[src/rtl/rns_mod_accum.sv]
// Modulo-(2^W-1) streaming accumulator: sums one residue per accepted beat with
// end-around carry and emits one normalized residue plus beat count per frame.
module rns_mod_accum #(
    parameter int W     = 6,
    parameter int CNT_W = 8
) (
    input  logic             clk,
    input  logic             rst,
    input  logic             in_valid,
    output logic             in_ready,
    input  logic [W-1:0]     in_data,
    input  logic             in_last,
    output logic             out_valid,
    input  logic             out_ready,
    output logic [W-1:0]     out_data,
    output logic [CNT_W-1:0] out_count
);

    typedef enum logic [1:0] {
        IDLE = 2'd0,
        ACC  = 2'd1,
        HOLD = 2'd2
    } state_t;

    localparam logic [W-1:0]     ONES    = '1;
    localparam logic [CNT_W-1:0] CNT_MAX = '1;

    state_t           state_reg, state_next;
    logic [W-1:0]     acc_reg, acc_next;
    logic [CNT_W-1:0] cnt_reg, cnt_next;
    logic [W-1:0]     out_data_reg;
    logic [CNT_W-1:0] out_count_reg;

    logic             accept;
    logic [W-1:0]     x;
    logic [W:0]       carry;
    logic [W-1:0]     psum;
    logic [W-1:0]     wrapped;
    logic [W-1:0]     sum_norm;
    logic [CNT_W-1:0] cnt_inc;

    assign in_ready  = (state_reg != HOLD);
    assign accept    = in_valid & in_ready;
    assign out_valid = (state_reg == HOLD);
    assign out_data  = out_data_reg;
    assign out_count = out_count_reg;

    // All-ones is the second encoding of zero in a one's-complement residue.
    assign x = (in_data == ONES) ? '0 : in_data;

    // Ripple adder; carry[W] is the carry folded back in as the end-around carry.
    assign carry[0] = 1'b0;
    generate
        for (genvar gi = 0; gi < W; gi++) begin : g_add
            assign psum[gi]      = acc_reg[gi] ^ x[gi] ^ carry[gi];
            assign carry[gi + 1] = (acc_reg[gi] & x[gi]) | (carry[gi] & (acc_reg[gi] ^ x[gi]));
        end
    endgenerate

    // Both operands are at most M-1, so folding the carry back cannot overflow.
    assign wrapped  = psum + W'(carry[W]);
    assign sum_norm = (wrapped == ONES) ? '0 : wrapped;
    assign cnt_inc  = (cnt_reg == CNT_MAX) ? CNT_MAX : cnt_reg + 1'b1;

    always_comb begin
        state_next = state_reg;
        acc_next   = acc_reg;
        cnt_next   = cnt_reg;
        case (state_reg)
            IDLE: begin
                acc_next = '0;
                cnt_next = '0;
                if (accept) begin
                    acc_next   = sum_norm;
                    cnt_next   = cnt_inc;
                    state_next = in_last ? HOLD : ACC;
                end
            end
            ACC: begin
                if (accept) begin
                    acc_next   = sum_norm;
                    cnt_next   = cnt_inc;
                    state_next = in_last ? HOLD : ACC;
                end
            end
            HOLD: begin
                if (out_ready) begin
                    acc_next   = '0;
                    cnt_next   = '0;
                    state_next = IDLE;
                end
            end
            default: begin
                acc_next   = '0;
                cnt_next   = '0;
                state_next = IDLE;
            end
        endcase
    end

    always_ff @(posedge clk) begin
        if (rst) begin
            state_reg     <= IDLE;
            acc_reg       <= '0;
            cnt_reg       <= '0;
            out_data_reg  <= '0;
            out_count_reg <= '0;
        end else begin
            state_reg <= state_next;
            acc_reg   <= acc_next;
            cnt_reg   <= cnt_next;
            // Result is captured on the same edge that accepts the closing beat.
            if (accept && in_last) begin
                out_data_reg  <= sum_norm;
                out_count_reg <= cnt_inc;
            end
        end
    end

endmodule

[config.mk]
export PLATFORM = sky130hd
export DESIGN_NAME = rns_mod_accum
export DESIGN_NICKNAME = d
export VERILOG_FILES = /design/src/rtl/rns_mod_accum.sv
export SDC_FILE = /design/constraint.sdc
export NUM_CORES = 1
export LEC_CHECK = 0
export BUFFER_PORTS_ARGS = -buffer_cell sky130_fd_sc_hd__buf_2
export CAP_MARGIN = 0
export CORE_MARGIN = 5
export CORE_UTILIZATION = 59
export DETAILED_ROUTE_END_ITERATION = 16
export PLACE_DENSITY_LB_ADDON = 0.15
export SLEW_MARGIN = 10
export SYNTH_ARGS = -nofsm -noshare
export SYNTH_HDL_FRONTEND = slang
export SYNTH_SLANG_ARGS = --single-unit
export TNS_END_PERCENT = 30
[constraint.sdc]
create_clock -name clk -period 6.8 [get_ports clk]
set_input_delay 0.34 -clock clk [delete_from_list [all_inputs] [get_ports clk]]
set_output_delay 0.34 -clock clk [all_outputs]
set_load 0.05 [all_outputs]
# == Word level (Yosys, flattened, before mapping) ==
# Cells that the tools add are included.
# totals
reg_bits,30
output_inout_bits,16
# op_classes
n_mux,15
eq_ne,9
addsub,2
n_bitwise,28
reduce_logical,5
# ops
cell,count
2-to-1 mux 8 bit,4
2-to-1 mux 6 bit,5
one-hot mux 8 bit (3 select lines),1
one-hot mux 6 bit (3 select lines),1
AND 1 bit,12
equality test 6 bit (second input constant),2
XOR 1 bit,11
adder 8 x 1 -> 8 bit (second input constant),1
equality test 8 bit (second input constant),1
adder 6 x 1 -> 6 bit,1
2-to-1 mux 2 bit,3
OR 1 bit,5
inequality test 2 x 1 -> 1 bit (second input constant),2
inequality test 2 bit (second input constant),2
one-hot mux 2 bit (2 select lines),1
AND reduction 2 bit,2
equality test 2 x 1 -> 1 bit (second input constant),1
equality test 2 bit (second input constant),1
zero test 2 bit,1
OR reduction 2 bit,1
logical AND 1 bit,1

# == Logic depth before layout (Yosys ltp) ==
# Gate-level depths: netlist of the first run.
# depth
word_depth,18
depth_mapped,17

# == Worst setup path after synthesis of the first run ==
# OpenSTA, ideal clock, no wires.
# synth_path
path_kind,input port to flip-flop
startpoint,input port in_data[1]
endpoint,register acc_reg[5]
t_required_ns,6.683
arrival_ns,3.822
path_stages,17
path_slack_ns,2.861
setup_ns,0.117
path_cell_list,nand4_1 -> nor2_1 -> nor2b_1 -> ha_1 -> fa_1 -> fa_1 -> fa_1 -> fa_1 -> inv_1 -> fa_1 -> inv_1 -> ha_1 -> ha_1 -> xnor2_1 -> nor3_2 -> a211oi_2 -> a22o_2
# synth_via
elab_chain_cells,18
# synth_lines
element,line,text
"start, declared",11,"input logic [W-1:0] in_data,"
equality test 6 bit,49,assign x = (in_data == ONES) ? '0 : in_data;
2-to-1 mux 6 bit *,49,
AND 1 bit or XOR 1 bit (tied branches),"56, 55",
AND 1 bit,56,assign carry[gi + 1] = (acc_reg[gi] & x[gi]) | (carry[gi] & (acc_reg[gi] ^ x[gi]));
OR 1 bit,56,
AND 1 bit,56,
OR 1 bit,56,
AND 1 bit,56,
[2 not listed],n/a,
OR 1 bit,56,
AND 1 bit,56,
OR 1 bit,56,
adder 6 x 1 -> 6 bit *,61,assign wrapped = psum + W'(carry[W]);
equality test 6 bit,62,assign sum_norm = (wrapped == ONES) ? '0 : wrapped;
2-to-1 mux 6 bit *,62,
2-to-1 mux 6 bit (on tied branches),"80, 73",
one-hot mux 6 bit (3 select lines) *,69,case (state_reg)
"end signal, assigned",110,acc_reg <= acc_next;
"end, declared",29,"logic [W-1:0] acc_reg, acc_next;"
# Every way passes the cells marked *; elsewhere a longest branch is shown, timed or not. The select of a mux whose other input is x is not followed.
# A chain may end at the register's enable or synchronous reset.

# == Worst setup path in the final report of the first run ==
# Same ends and word-level chain as after synthesis.

==> results.py, run 1 <==
metrics = {
    "run_status": {
        "outcome": "finished, final reports clean",
    },
    "routing": {
        "first_pass_iters": 4,
        "drtAntennaViolNets": 0,
        "drc": 0,
        "post_drt_wl_per_cell_um": 15.1,
        "wl_um": 3570,
        "drtIter0Drc": 95,
        "via_per_inst": 5.90,
        "num_vias": 1399,
    },
    "sta": {
        "worst_pin_slew_ns": 0.760,
        "rsz0062_at_grt": "no",
        "finalCriticalPeriod_ns": 4.09,
        "hold_viol_final": 0,
        "setup_viol": 0,
        "fin_skew_ns": 0.0142,
        "timing.hold.ws_ns": 0.236,
        "postLayoutSetupSlackWorst_ns": 2.71,
        "tns_ns": 0,
        "max_freq_mhz": 244,
        "period_share_pct": 60.2,
        "drv_slew": 0,
        "slew_headroom_pct": 49.2,
    },
    "cts": {
        "h-tree-depth": 2,
        "cts_tree": "done",
        "cts_resized": 0,
        "insertion_delay_ns": 0.34,
        "cts_setup_buffers": 0,
        "cts_root_buffer": "clkbuf_4",
        "cts.sinks": 30,
        "clockBufferDepth": 2,
        "clk_pin_slew_worst_paths_ns": 0.11,
        "hold_buffers": 0,
        "cts_buffers": 5,
    },
    "synth": {
        "syn_area_um2": 1600,
        "synth_top_cell_area_share_pct": 37.6,
        "yosys.area.top_type": "dfxtp_1",
        "ys_warn_count": 0,
        "async_reset_ff_share_pct": 0,
        "synth_area_leaders": "dfxtp_1 (38%), fa_1 (6.3%), nor2_1 (5.9%), a22o_1 (4.4%), o21ai_0 (3.8%)",
        "ys.flop_type": "dfxtp_1",
        "avgSynthCellArea_um2": 8.98,
        "synth_nets": 198,
        "yosysSeqAreaShare_pct": 37.6,
        "synth_cell_types": 46,
        "synth_edf_count": 0,
        "ys_seq_elements": 30,
        "yosys-top-cells-count": "dfxtp_1 (30), nor2_1 (25), o21ai_0 (12)",
        "yosysMostFrequentCell": "dfxtp_1",
        "syn_inst": 178,
    },
    "layout": {
        "n_antenna_cell": 0,
        "drive_above_1_share_pct": 24.2,
        "final_area_um2": 1820,
        "nets": 226,
        "area_growth_pct": 13.8,
        "instances_no_fill": 237,
    },
    "placement": {
        "io_buffers": 26,
        "placed_area_um2": 1740,
        "post-place-ws_ns": 2.36,
        "hpwlAfterDp_um": 2760,
        "place_congestion": 0.914,
        "dp_cells": 229,
    },
    "critical_path": {
        "end_kind": "flop",
        "crit_path_top_delay_cell": "fa_1",
        "worstPathCellList": "buf_2 -> nand4_1 -> nor2_1 -> nor2b_1 -> ha_1 -> fa_1 -> fa_1 -> fa_1 -> fa_1 -> inv_1 -> fa_1 -> inv_1 -> ha_1 -> ha_1 -> xnor2_1 -> nor3_2 -> a211oi_2 -> a22o_2",
        "r2r_end": "acc_reg[5]",
        "cp_common_cell": "fa_1",
        "max_stage_delay_ns": 0.41,
        "crit_required_ns": 7.09,
        "cp.arrival_ns": 4.38,
        "reg2reg_depth": 14,
        "crit_fanout": 5,
        "worst_setup_path_start_kind": "primary input",
        "crit_family": "adder cells",
        "crit_buf_inv": 3,
        "crit_type": "primary input to flop",
        "r2r_slack_ns": 2.90,
        "reg2reg_from": "acc_reg[0]",
    },
    "global_route": {
        "grt-ovfl-total": 0,
        "grt_pass1_wl_um": 6170,
        "grt_max_degree": 25,
        "antenna_found_initial": 0,
        "grt_pass1_vias": 1319,
        "grt_usage_pct": 22.2,
    },
    "floorplan": {
        "start_util_pct": 62.8,
        "die_w_um": 62.0,
        "core-area_um2": 2540,
        "die-area_um2": 3850,
        "die_y_um": 62.0,
        "io_pins": 27,
        "rows": 18,
    },
    "worst_hold_path": {
        "holdPathStages": 2,
        "hold_path.class": "primary input to flop",
        "min_from": "in_last",
        "holdPathEnd": "state_reg[0]",
    },
    "power": {
        "ir_drop_v": 0.000183,
        "p_leak_uw": 0.000728,
        "power_density_nw_per_um2": 248,
    },
    "job": {
        "timing.max_cap.violations": 0,
    },
}
-- cell type report --
| type | count | area [µm²] |
|---|---|---|
| flip-flops and latches | 30 | 601 |
| inverters | 7 | 26.3 |
| multi-input cells | 136 | 946 |
| clock inverters | 3 | 40.0 |
| clock buffers | 5 | 37.5 |
| repair buffers | 26 | 130 |
| well taps | 30 | 37.5 |
| fillers | 201 | 727 |
-- cell families after synthesis --
family	share of synthesized area, %
compound gates	21.5
xor+xnor	3.76
fa+ha+maj	9.40
buf+inv	3.21
flops	37.6
simple gates	24.5
-- power breakdown --
| group | internal (µW) | total (µW) | switching [µW] |
|---|---|---|---|
| Sequential | 188 | 196 | 8.52 |
| Combinational | 39.7 | 115 | 75.2 |
| Clock | 76.1 | 140 | 63.6 |
| Total | 303 | 451 | 147 |
-- worst max path at each step --
stage          depth (start not counted)        from  slack (ns)    endpoint
2_1_floorplan                         17  in_data[1]        2.86  acc_reg[5]
3_3_place_gp                          18  in_data[1]        2.61  acc_reg[1]
3_5_place_dp                          18  in_data[1]        2.36  acc_reg[0]
4_1_cts                               18  in_data[1]        2.72  acc_reg[5]
5_1_grt                               18  in_data[1]        2.46  acc_reg[0]
6_report                              18  in_data[1]        2.71  acc_reg[5]
-- routing by layer --
layer / up-vias / part of all wire (%) / global-route usage (%)
li1: 700 / - / -
met1: 642 / 47 / 32.1
met2: 52 / 43 / 31.2
met3: 5 / 9.0 / 6.82
met4: 0 / 1.1 / 7.27
met5: - / 0 / 0
-- metrics by stage --
stage	utilization [%]	total power, µW
6_report	71.4	451
3_5_place_dp	68.4	315
2_1_floorplan	-	287
3_3_place_gp	68.4	310
5_1_grt	71.4	474
4_1_cts	71.4	452
-- placed cells by master (no fill, tap or decap), drive strengths merged, types with 2 or more instances in the layout --
cell,netlist,layout
a211oi,2,2
a21oi,10,10
a22o,10,10
a311oi,4,4
buf,3,26
clkbuf,2,5
clkinv,0,2
dfxtp,30,30
fa,5,5
ha,4,4
inv,7,7
nand2,10,10
nand2b,2,2
nand3,8,8
nand4,2,2
nor2,27,27
nor2b,7,7
nor3,9,9
o211ai,3,3
o21ai,12,12
xnor2,5,5
Note: power is estimated with default switching activity, not from simulation.
==> run 2: changes to the inputs <==
Settings changed: CORE_UTILIZATION 59 to 50.
Clock period 6.8 ns to 3.4 ns, I/O delays scaled along.
==> results.py, run 2 (synthesis gave the netlist of run 1 again) <==
metrics = {
    "layout": {
        "area_growth_pct": 26.1,
        "fillCellCount": 281,
        "n_antenna_cell": 0,
        "drive_above_1_share_pct": 33.8,
        "multiInputGateArea_um2": 1070,
        "layout_common_cells": "dfxtp_1 (29), buf_2 (26), nor2_1 (24)",
        "final_area_um2": 2010,
        "nets": 235,
        "layout_commonest_cell": "dfxtp_1",
        "fin_util_pct": 66.0,
        "instances_no_fill": 260,
        "regArea_um2": 602,
    },
    "critical_path": {
        "crit_family": "adder cells",
        "cp.arrival_ns": 3.61,
        "crit_type": "flop to flop",
        "reg2reg_depth": 14,
        "max_stage_delay_ns": 0.35,
        "crit_buf_inv": 2,
        "r2r_slack_ns": 0.01,
        "crit_fanout": 5,
        "worstPathCellList": "ha_4 -> fa_2 -> fa_2 -> fa_2 -> fa_2 -> inv_2 -> fa_2 -> inv_2 -> ha_4 -> ha_4 -> xnor2_4 -> nor3_4 -> a211oi_4 -> a22o_2",
        "end_kind": "flop",
        "reg2reg_from": "acc_reg[0]",
        "crit_path_top_delay_cell": "dfxtp_2",
        "worst_setup_path_start_kind": "flop",
        "r2r_end": "acc_reg[5]",
        "cp_common_cell": "fa_2",
        "crit_required_ns": 3.63,
    },
    "floorplan": {
        "rows": 20,
        "start_util_pct": 52.3,
        "die_w_um": 66.5,
        "die_y_um": 66.5,
        "die-area_um2": 4430,
        "core-area_um2": 3050,
        "io_pins": 27,
    },
    "power": {
        "sw_frac_of_total_pct": 34.4,
        "p_int_uw": 613,
        "power.share.combinational_pct": 34.4,
        "seqPwrFrac_pct": 42.0,
        "p_clk_share_pct": 23.6,
        "power_uw": 935,
        "p_leak_uw": 0.000773,
        "ir_drop_v": 0.000290,
        "p_switching_uw": 322,
        "power_density_nw_per_um2": 464,
    },
    "global_route": {
        "grt_pass1_wl_um": 6070,
        "grt_usage_pct": 18.1,
        "grt_pass1_vias": 1304,
        "antenna_found_initial": 0,
        "grt_max_degree": 25,
        "grt-ovfl-total": 0,
    },
    "routing": {
        "drtAntennaViolNets": 0,
        "wl_um": 3680,
        "drc": 0,
        "post_drt_wl_per_cell_um": 14.2,
        "num_vias": 1426,
        "via_per_inst": 5.48,
        "drtIter0Drc": 109,
        "first_pass_iters": 4,
    },
    "worst_hold_path": {
        "hold_path.class": "primary input to flop",
        "holdPathEnd": "state_reg[0]",
        "holdPathStages": 2,
        "min_from": "in_last",
    },
    "cts": {
        "cts_root_buffer": "clkbuf_4",
        "h-tree-depth": 2,
        "cts_buffers": 5,
        "cts.sinks": 30,
        "insertion_delay_ns": 0.33,
        "hold_buffers": 0,
        "cts_tree": "done",
        "clockBufferDepth": 2,
        "clk_pin_slew_worst_paths_ns": 0.09,
    },
    "sta": {
        "hold_viol_final": 0,
        "period_share_pct": 99.6,
        "rsz0062_at_grt": "yes",
        "drv_slew": 0,
        "slew_headroom_pct": 53.4,
        "setup_viol": 0,
        "max_freq_mhz": 295,
        "fin_skew_ns": 0.00628,
        "tns_ns": 0,
        "worst_pin_slew_ns": 0.698,
        "finalCriticalPeriod_ns": 3.39,
    },
    "run_status": {
        "outcome": "finished, final reports clean",
    },
    "placement": {
        "hpwlAfterDp_um": 2830,
        "place_congestion": 0.895,
        "dp_cells": 250,
        "placed_area_um2": 1880,
        "io_buffers": 26,
    },
    "job": {
        "timing.max_cap.violations": 0,
    },
}
[run 2: worst max-delay path by stage]
stage | cells past startpoint | slack, ns | start | endpoint
2_1_floorplan | 17 | -0.07 | in_data[1] | acc_reg[5]
3_3_place_gp | 18 | -0.19 | in_data[1] | acc_reg[5]
3_5_place_dp | 18 | -0.30 | in_data[0] | acc_reg[5]
4_1_cts | 14 | 0.02 | acc_reg[0] | out_data[2]
5_1_grt | 14 | -0.12 | acc_reg[0] | acc_reg[4]
6_report | 14 | 0.01 | acc_reg[0] | acc_reg[5]
[run 2: layer usage]
metal	global-route usage (%)	vias to the layer above	wire length, µm
met5	0	-	0
met4	6.09	0	43
met3	5.23	6	173
met2	25.5	32	1630
met1	26.3	677	1830
li1	-	711	-
[run 2: what timing repair did]
item,CTS,global route
setup buffers,0,2
gates cloned,0,0
gates resized for setup,1,9
setup endpoints to repair,3,11
pin swaps,1,9
[run 2: power groups by stage]
stage	clock (µW)	combinational (µW)	sequential, µW
finish	220	322	393
global route	246	345	396
floorplan	0	165	442
global placement	0	281	399
detailed placement	0	287	400
CTS	223	290	392
[run 2: per-stage QoR]
stage	worst slack (ns)	hold WS, ns
5_1_grt	-0.121	0.0927
6_report	0.0147	0.0815
3_5_place_dp	-0.301	0.436
4_1_cts	0.0211	0.0810
3_3_place_gp	-0.192	0.418
2_1_floorplan	-0.0704	0.283
[run 2: layout make-up]
| cell class | instances | area share, % |
|---|---|---|
| Sequential cell | 30 | 29.9 |
| Clock buffer | 7 | 2.73 |
| Multi-Input combinational cell | 136 | 53.1 |
| Tap cell | 44 | 2.73 |
| Timing Repair Buffer | 35 | 10.0 |
| Clock inverter | 1 | 0.248 |
| Inverter | 7 | 1.30 |
